### config.mk
export PLATFORM = sky130hd
export DESIGN_NAME = decode_stage
export DESIGN_NICKNAME = d
export VERILOG_FILES = /design/src/rtl/decode_pkg.sv /design/src/rtl/decode_stage_imm_gen.sv /design/src/rtl/decode_stage.sv
export SDC_FILE = /design/constraint.sdc
export NUM_CORES = 1
export LEC_CHECK = 0
export BUFFER_PORTS_ARGS = -buffer_cell sky130_fd_sc_hd__buf_2
export CAP_MARGIN = 0
export CORE_ASPECT_RATIO = 1.1
export CORE_UTILIZATION = 40
export DETAILED_ROUTE_END_ITERATION = 6
export GPL_ROUTABILITY_DRIVEN = 0
export HOLD_SLACK_MARGIN = 0.05
export PLACE_DENSITY = 0.67
export SETUP_SLACK_MARGIN = 0.4
export SLEW_MARGIN = 40
export SYNTH_ARGS = -nofsm -noshare
export SYNTH_HDL_FRONTEND = slang
export SYNTH_SLANG_ARGS = --single-unit
### constraint.sdc
create_clock -name clk -period 2.4 [get_ports clk]
set_input_delay 0.48 -clock clk [delete_from_list [all_inputs] [get_ports clk]]
set_output_delay 0.48 -clock clk [all_outputs]
set_load 0.005 [all_outputs]
### src/rtl/decode_pkg.sv
// Shared types and constants for the RV32I decode stage.
package decode_pkg;

    localparam int XLEN   = 32;
    localparam int REG_AW = 5;

    typedef enum logic [1:0] {
        S_EMPTY,
        S_READ,
        S_DATA,
        S_VALID
    } state_t;

    localparam logic [6:0] OP_LOAD   = 7'h03;
    localparam logic [6:0] OP_IMM    = 7'h13;
    localparam logic [6:0] OP_AUIPC  = 7'h17;
    localparam logic [6:0] OP_STORE  = 7'h23;
    localparam logic [6:0] OP_REG    = 7'h33;
    localparam logic [6:0] OP_LUI    = 7'h37;
    localparam logic [6:0] OP_BRANCH = 7'h63;
    localparam logic [6:0] OP_JALR   = 7'h67;
    localparam logic [6:0] OP_JAL    = 7'h6F;

    typedef enum logic [2:0] {
        IMM_I,
        IMM_S,
        IMM_B,
        IMM_U,
        IMM_J,
        IMM_NONE
    } imm_fmt_t;

    // ID/EX bundle handed to execute
    typedef struct packed {
        logic [XLEN-1:0]   pc;
        logic [XLEN-1:0]   rs1_data;
        logic [XLEN-1:0]   rs2_data;
        logic [XLEN-1:0]   imm;
        logic [REG_AW-1:0] rd;
        logic [2:0]        funct3;
        logic              funct7b5;
        logic              alu_src;
        logic              reg_write;
        logic              mem_read;
        logic              mem_write;
        logic              branch;
        logic              jump;
        logic              illegal;
    } idex_t;

endpackage

### src/rtl/decode_stage_imm_gen.sv
// Immediate generator: classifies the instruction format and builds the
// sign-extended immediate. Purely combinational.
module imm_gen
    import decode_pkg::*;
(
    input  logic [31:0]     instr,
    output imm_fmt_t        fmt,
    output logic [XLEN-1:0] imm
);

    // Pick the immediate format from the opcode
    always_comb begin
        fmt = IMM_NONE;
        case (instr[6:0])
            OP_LOAD, OP_IMM, OP_JALR: fmt = IMM_I;
            OP_STORE:                 fmt = IMM_S;
            OP_BRANCH:                fmt = IMM_B;
            OP_LUI, OP_AUIPC:         fmt = IMM_U;
            OP_JAL:                   fmt = IMM_J;
            default:                  fmt = IMM_NONE;
        endcase
    end

    // Assemble the immediate bits for the chosen format, sign-extended to XLEN
    always_comb begin
        imm = '0;
        case (fmt)
            IMM_I: imm = {{(XLEN-12){instr[31]}}, instr[31:20]};
            IMM_S: imm = {{(XLEN-12){instr[31]}}, instr[31:25], instr[11:7]};
            IMM_B: imm = {{(XLEN-13){instr[31]}}, instr[31], instr[7],
                          instr[30:25], instr[11:8], 1'b0};
            IMM_U: imm = {instr[31:12], 12'b0};
            IMM_J: imm = {{(XLEN-21){instr[31]}}, instr[31], instr[19:12],
                          instr[20], instr[30:21], 1'b0};
            default: imm = '0;
        endcase
    end

endmodule

### src/rtl/decode_stage.sv
// RV32I decode stage: accepts an instruction, reads the register file
// (waiting out write cycles, which suppress reads), forwards same-cycle
// writeback data and presents a registered ID/EX bundle to execute.
module decode_stage
    import decode_pkg::*;
(
    input  logic              clk,
    input  logic              rst,
    input  logic              in_valid,
    output logic              in_ready,
    input  logic [31:0]       in_instr,
    input  logic [XLEN-1:0]   in_pc,
    output logic [REG_AW-1:0] rf_a1,
    output logic [REG_AW-1:0] rf_a2,
    input  logic [XLEN-1:0]   rf_rd1,
    input  logic [XLEN-1:0]   rf_rd2,
    input  logic              wb_we,
    input  logic [REG_AW-1:0] wb_rd,
    input  logic [XLEN-1:0]   wb_data,
    input  logic              flush,
    output logic              out_valid,
    input  logic              out_ready,
    output logic [XLEN-1:0]   out_pc,
    output logic [XLEN-1:0]   out_rs1_data,
    output logic [XLEN-1:0]   out_rs2_data,
    output logic [XLEN-1:0]   out_imm,
    output logic [REG_AW-1:0] out_rd,
    output logic [2:0]        out_funct3,
    output logic              out_funct7b5,
    output logic              out_alu_src,
    output logic              out_reg_write,
    output logic              out_mem_read,
    output logic              out_mem_write,
    output logic              out_branch,
    output logic              out_jump,
    output logic              out_illegal
);

    state_t          state;
    logic [31:0]     instr_q;
    logic [XLEN-1:0] pc_q;
    idex_t           bundle;
    idex_t           next_bundle;

    imm_fmt_t        fmt;
    logic [XLEN-1:0] imm;
    logic [6:0]      opcode;
    logic [XLEN-1:0] rs1_val;
    logic [XLEN-1:0] rs2_val;

    imm_gen u_imm_gen (
        .instr (instr_q),
        .fmt   (fmt),
        .imm   (imm)
    );

    assign opcode = instr_q[6:0];
    assign rf_a1  = instr_q[19:15];
    assign rf_a2  = instr_q[24:20];

    // A negedge write during S_DATA lands after rf_rd* was latched, so take wb_data instead
    always_comb begin
        rs1_val = rf_rd1;
        rs2_val = rf_rd2;
        if (rf_a1 == '0)
            rs1_val = '0;
        else if (wb_we && wb_rd == rf_a1)
            rs1_val = wb_data;
        if (rf_a2 == '0)
            rs2_val = '0;
        else if (wb_we && wb_rd == rf_a2)
            rs2_val = wb_data;
    end

    // Decode control signals and assemble the bundle captured at the end of S_DATA
    always_comb begin
        next_bundle           = '0;
        next_bundle.pc        = pc_q;
        next_bundle.rs1_data  = rs1_val;
        next_bundle.rs2_data  = rs2_val;
        next_bundle.imm       = imm;
        next_bundle.rd        = instr_q[11:7];
        next_bundle.funct3    = instr_q[14:12];
        next_bundle.funct7b5  = instr_q[30];
        // Only R-type has no immediate among the legal opcodes
        next_bundle.illegal   = (fmt == IMM_NONE) && (opcode != OP_REG);
        case (opcode)
            OP_LOAD: begin
                next_bundle.alu_src   = 1'b1;
                next_bundle.reg_write = 1'b1;
                next_bundle.mem_read  = 1'b1;
            end
            OP_IMM, OP_AUIPC, OP_LUI: begin
                next_bundle.alu_src   = 1'b1;
                next_bundle.reg_write = 1'b1;
            end
            OP_STORE: begin
                next_bundle.alu_src   = 1'b1;
                next_bundle.mem_write = 1'b1;
            end
            OP_REG: begin
                next_bundle.reg_write = 1'b1;
            end
            OP_BRANCH: begin
                next_bundle.branch    = 1'b1;
            end
            OP_JAL, OP_JALR: begin
                next_bundle.alu_src   = 1'b1;
                next_bundle.reg_write = 1'b1;
                next_bundle.jump      = 1'b1;
            end
            default: begin
                next_bundle.alu_src   = 1'b0;
            end
        endcase
    end

    // Stage FSM: capture instruction, wait for a read-enabled edge, capture bundle, hand off
    always_ff @(posedge clk) begin
        if (rst) begin
            state   <= S_EMPTY;
            instr_q <= '0;
            pc_q    <= '0;
            bundle  <= '0;
        end else if (flush) begin
            state <= S_EMPTY;
        end else begin
            case (state)
                S_EMPTY: begin
                    if (in_valid) begin
                        instr_q <= in_instr;
                        pc_q    <= in_pc;
                        state   <= S_READ;
                    end
                end
                S_READ: begin
                    if (!wb_we)
                        state <= S_DATA;
                end
                S_DATA: begin
                    bundle <= next_bundle;
                    state  <= S_VALID;
                end
                S_VALID: begin
                    if (out_ready) begin
                        if (in_valid) begin
                            instr_q <= in_instr;
                            pc_q    <= in_pc;
                            state   <= S_READ;
                        end else begin
                            state <= S_EMPTY;
                        end
                    end
                end
                default: state <= S_EMPTY;
            endcase
        end
    end

    assign in_ready = !rst && !flush &&
                      ((state == S_EMPTY) || ((state == S_VALID) && out_ready));
    assign out_valid     = (state == S_VALID);
    assign out_pc        = bundle.pc;
    assign out_rs1_data  = bundle.rs1_data;
    assign out_rs2_data  = bundle.rs2_data;
    assign out_imm       = bundle.imm;
    assign out_rd        = bundle.rd;
    assign out_funct3    = bundle.funct3;
    assign out_funct7b5  = bundle.funct7b5;
    assign out_alu_src   = bundle.alu_src;
    assign out_reg_write = bundle.reg_write;
    assign out_mem_read  = bundle.mem_read;
    assign out_mem_write = bundle.mem_write;
    assign out_branch    = bundle.branch;
    assign out_jump      = bundle.jump;
    assign out_illegal   = bundle.illegal;

endmodule

==> qor.yml <==
max_freq_mhz: 520.7
grtUsageTotal: 0.2421
seq_area_frac_synth: 0.4803
synthToLayoutAreaGrowth_pct: 30.23
first_iter_violations: 520
synth_nets: 1265
dr.pass1.iters: 5
cts_tree: "built"
drv_slew: 0
drtAntennaViolNets: 0
fillers: 2091
syn_area_sq_um: 8753
fin_nets: 1542
final_hold_viol_count: 0
hp-start: "in_instr[25]"
drive_gt1_frac: 0.3059
max_cap_viol_count: 0
ys_seq_elements: 210
wl_um: 28170
cp_top_family: "flip-flops"
wl_per_cell_um: 16.82
crit-reg2reg-launch: "instr_q[21]"
clk_path_buf_depth: 3
cts_sinks: 210
hpwlAfterDp_um: 19780
hold_path_class: "in -> reg"
crit_path_cell_trace: "ha_1, a21oi_1, nor3_1, buf_2"
worstPathArrival_ns: 1.44
port_buffers: 326
io_pins: 327
vias: 8858
cp_num_buf_inv: 1
whs_endpoint: "instr_q[25]"
rows: 56
path_class: "reg -> out"
min_period_over_period: 0.8002
yosys_warnings: 0
finalSetupViolCount: 0
die_w_um: 143.0
power_leakage_nw: 4.630
grt_remaining_overflow: 0
grt_max_degree: 113
crit_required_ns: 1.92
regToRegSetupSlack_ns: 0.56
end_kind: "output pin"
startpoint_type: "register"
fin_crit_ns: 1.920
syn_inst: 1089
finClkSkew_ns: 0.01231
slowest_stage: "dfxtp_4"
relSlewSlack: 0.5050
worstPathMaxFanout: 5
tns_ns: 0
worstMarginPinSlew_ns: 0.7357
synthArstFlopShare: 0
wirelength_met1_um: 11330
clk_pin_slew_ns: 0.06
max_stage_delay_ns: 0.37
antenna_found_initial: 4
synth_cell_types: 49
cts_buffers: 23
met2_wirelength_um: 13130
start_util: 0.4096
die-area_sq_um: 22480
die_h_um: 157.2
grt_pass1_vias: 8140
topRoutingLayerUsed: "met5"
viasPerCell: 5.288
r2r_cells: 5
syn_avg_cell_area_sq_um: 8.038
rr_endpoint: "out_rs2_data[7]"
clock_latency_ns: 0.51
clock-root-buffer: "clkbuf_16"
synth_flop_cell: "dfxtp_1"
grt_pass1_wl_um: 43300
hold_depth: 3
synth_edf_count: 0
vdd_drop_max_mv: 0.4622
rsz0062_at_grt: "no"
p_per_area_nw_per_um2: 691.7
core_sq_um: 21370
outcome: "finished, final reports clean"
htreeDepth: 1
post-route-util: 0.5334
wl_met3_um: 2701
drcViolationCount: 0
-- worst max-delay path by stage --
stage / from / endpoint / slack [ns] / cells after the start
after global routing: state[1] / in_ready / 0.39 / 4
after CTS: state[0] / in_ready / 0.41 / 5
final: state[1] / in_ready / 0.48 / 4
after detailed placement: flush / out_rs2_data[7] / 0.46 / 6
after floorplan: state[0] / out_rs2_data[0] / 0.65 / 9
after global placement: flush / out_rs2_data[7] / 0.49 / 6
-- what timing repair did --
item / 4_1_cts / 5_1_grt
hold buffers: 0 / 0
gates resized for setup: 2 / 5
pin swaps: 0 / 1
buffers inserted: 0 / 3
setup endpoints to repair: 1 / 6
-- placed cells by master (no fill, tap or decap), drive strengths merged, types with 3 or more instances in the layout --
cell type  instances
a211oi             8
a21oi            127
a221oi             3
a222oi             4
a22oi             30
and2               4
buf              357
bufinv             4
clkbuf            28
clkinv             4
clkinvlp           4
dfxtp            210
ha                 5
inv                9
nand2            378
nand2b             4
nand3              3
nand4             64
nor2               8
nor3              10
nor4               7
o211ai            69
o21ai             11
xor2               8
-- cell usage after synthesis, drive strengths merged, types with 2 or more instances --
| cell type | n | area, sq um |
|---|---|---|
| xor2 | 8 | 70.07 |
| nand4b | 2 | 23.77 |
| a21oi | 127 | 635.6 |
| o21ai | 11 | 55.05 |
| dfxtp | 210 | 4204 |
| a222oi | 4 | 40.04 |
| nand4 | 64 | 400.4 |
| xnor2 | 2 | 17.52 |
| a221oi | 3 | 26.28 |
| or3 | 2 | 17.52 |
| nor4 | 7 | 73.82 |
| clkbuf | 52 | 195.2 |
| ha | 5 | 62.56 |
| o211ai | 69 | 518.0 |
| a2111oi | 2 | 17.52 |
| nand2 | 378 | 1419 |
| nor2b | 2 | 12.51 |
| o21bai | 2 | 15.01 |
| inv | 7 | 26.28 |
| nand2b | 4 | 25.02 |
| a211oi | 8 | 85.08 |
| nand3 | 3 | 15.01 |
| o31ai | 2 | 25.02 |
| buf | 53 | 311.5 |
| and2 | 4 | 25.03 |
| nor3 | 10 | 65.06 |
| nor2 | 8 | 35.03 |
| a22oi | 30 | 225.2 |
-- metal layers --
metal	GRT usage	vias to the layer above
met3	0.07149	66
met2	0.3958	352
met4	0.09780	2
met5	0	-
met1	0.2964	4117
li1	-	4321
-- power by group --
part,switching [mW],internal [mW]
sequential,0.0582,3.55
clock,1.48,2.24
combinational,0.336,0.224
total,1.88,6.01
-- worst register-to-register path, delay by kind of cell, from the launching register on --
family	cells	cell delay, ns
DFF	1	0.54
and+or+nand+nor	2	0.50
AOI/OAI and AO/OA	1	0.17
xor gates and xnor gates	1	0.16
buffers and inverters	1	0.33
-- cell type report --
type | count | area, sq um | share of cell area
flip-flops and latches | 210 | 4209 | 0.3692
multi-input cells | 767 | 4050 | 0.3553
repair buffers | 357 | 1954 | 0.1714
clock buffers | 28 | 604.3 | 0.05301
well taps | 290 | 362.8 | 0.03183
clock inverters | 14 | 187.7 | 0.01646
inverters | 7 | 26.28 | 0.002305
diodes | 2 | 5.005 | 0.0004390
-- registers in the layout (all words and copies together) (netlist names) --
register and count:
out_alu_src 1, out_jump 1, out_branch 1, pc_q 32
out_reg_write 1, state 2, out_rs1_data 32, out_funct3 3
out_mem_read 1, out_illegal 1, out_pc 32, out_mem_write 1
out_imm 32, out_rd 5, instr_q 32, out_funct7b5 1
out_rs2_data 32
-- per-stage QoR --
stage | area [sq um] | hold WS [ns] | cells | setup slack, ns | total power, mW
6_report | 11400 | 0.2001 | 1675 | 0.4796 | 7.886
5_1_grt | 11400 | 0.1793 | 1675 | 0.3935 | 8.190
3_3_place_gp | 10560 | 0.4352 | 1628 | 0.4863 | 4.233
2_1_floorplan | 8753 | 0.4321 | 1089 | 0.6464 | 3.948
4_1_cts | 11360 | 0.1798 | 1670 | 0.4076 | 7.978
3_5_place_dp | 10560 | 0.4418 | 1628 | 0.4553 | 4.237
-- kinds of logic after synthesis --
kind of cell | after synthesis | synth area share
AOI/OAI and AO/OA | 262 | 0.1928
xor gates and xnor gates | 10 | 0.01001
adders and majority gates | 5 | 0.007147
buffers and inverters | 112 | 0.06089
DFF | 210 | 0.4803
muxes | 2 | 0.002430
and+or+nand+nor | 488 | 0.2464
Power figures use the tool's default switching activity.
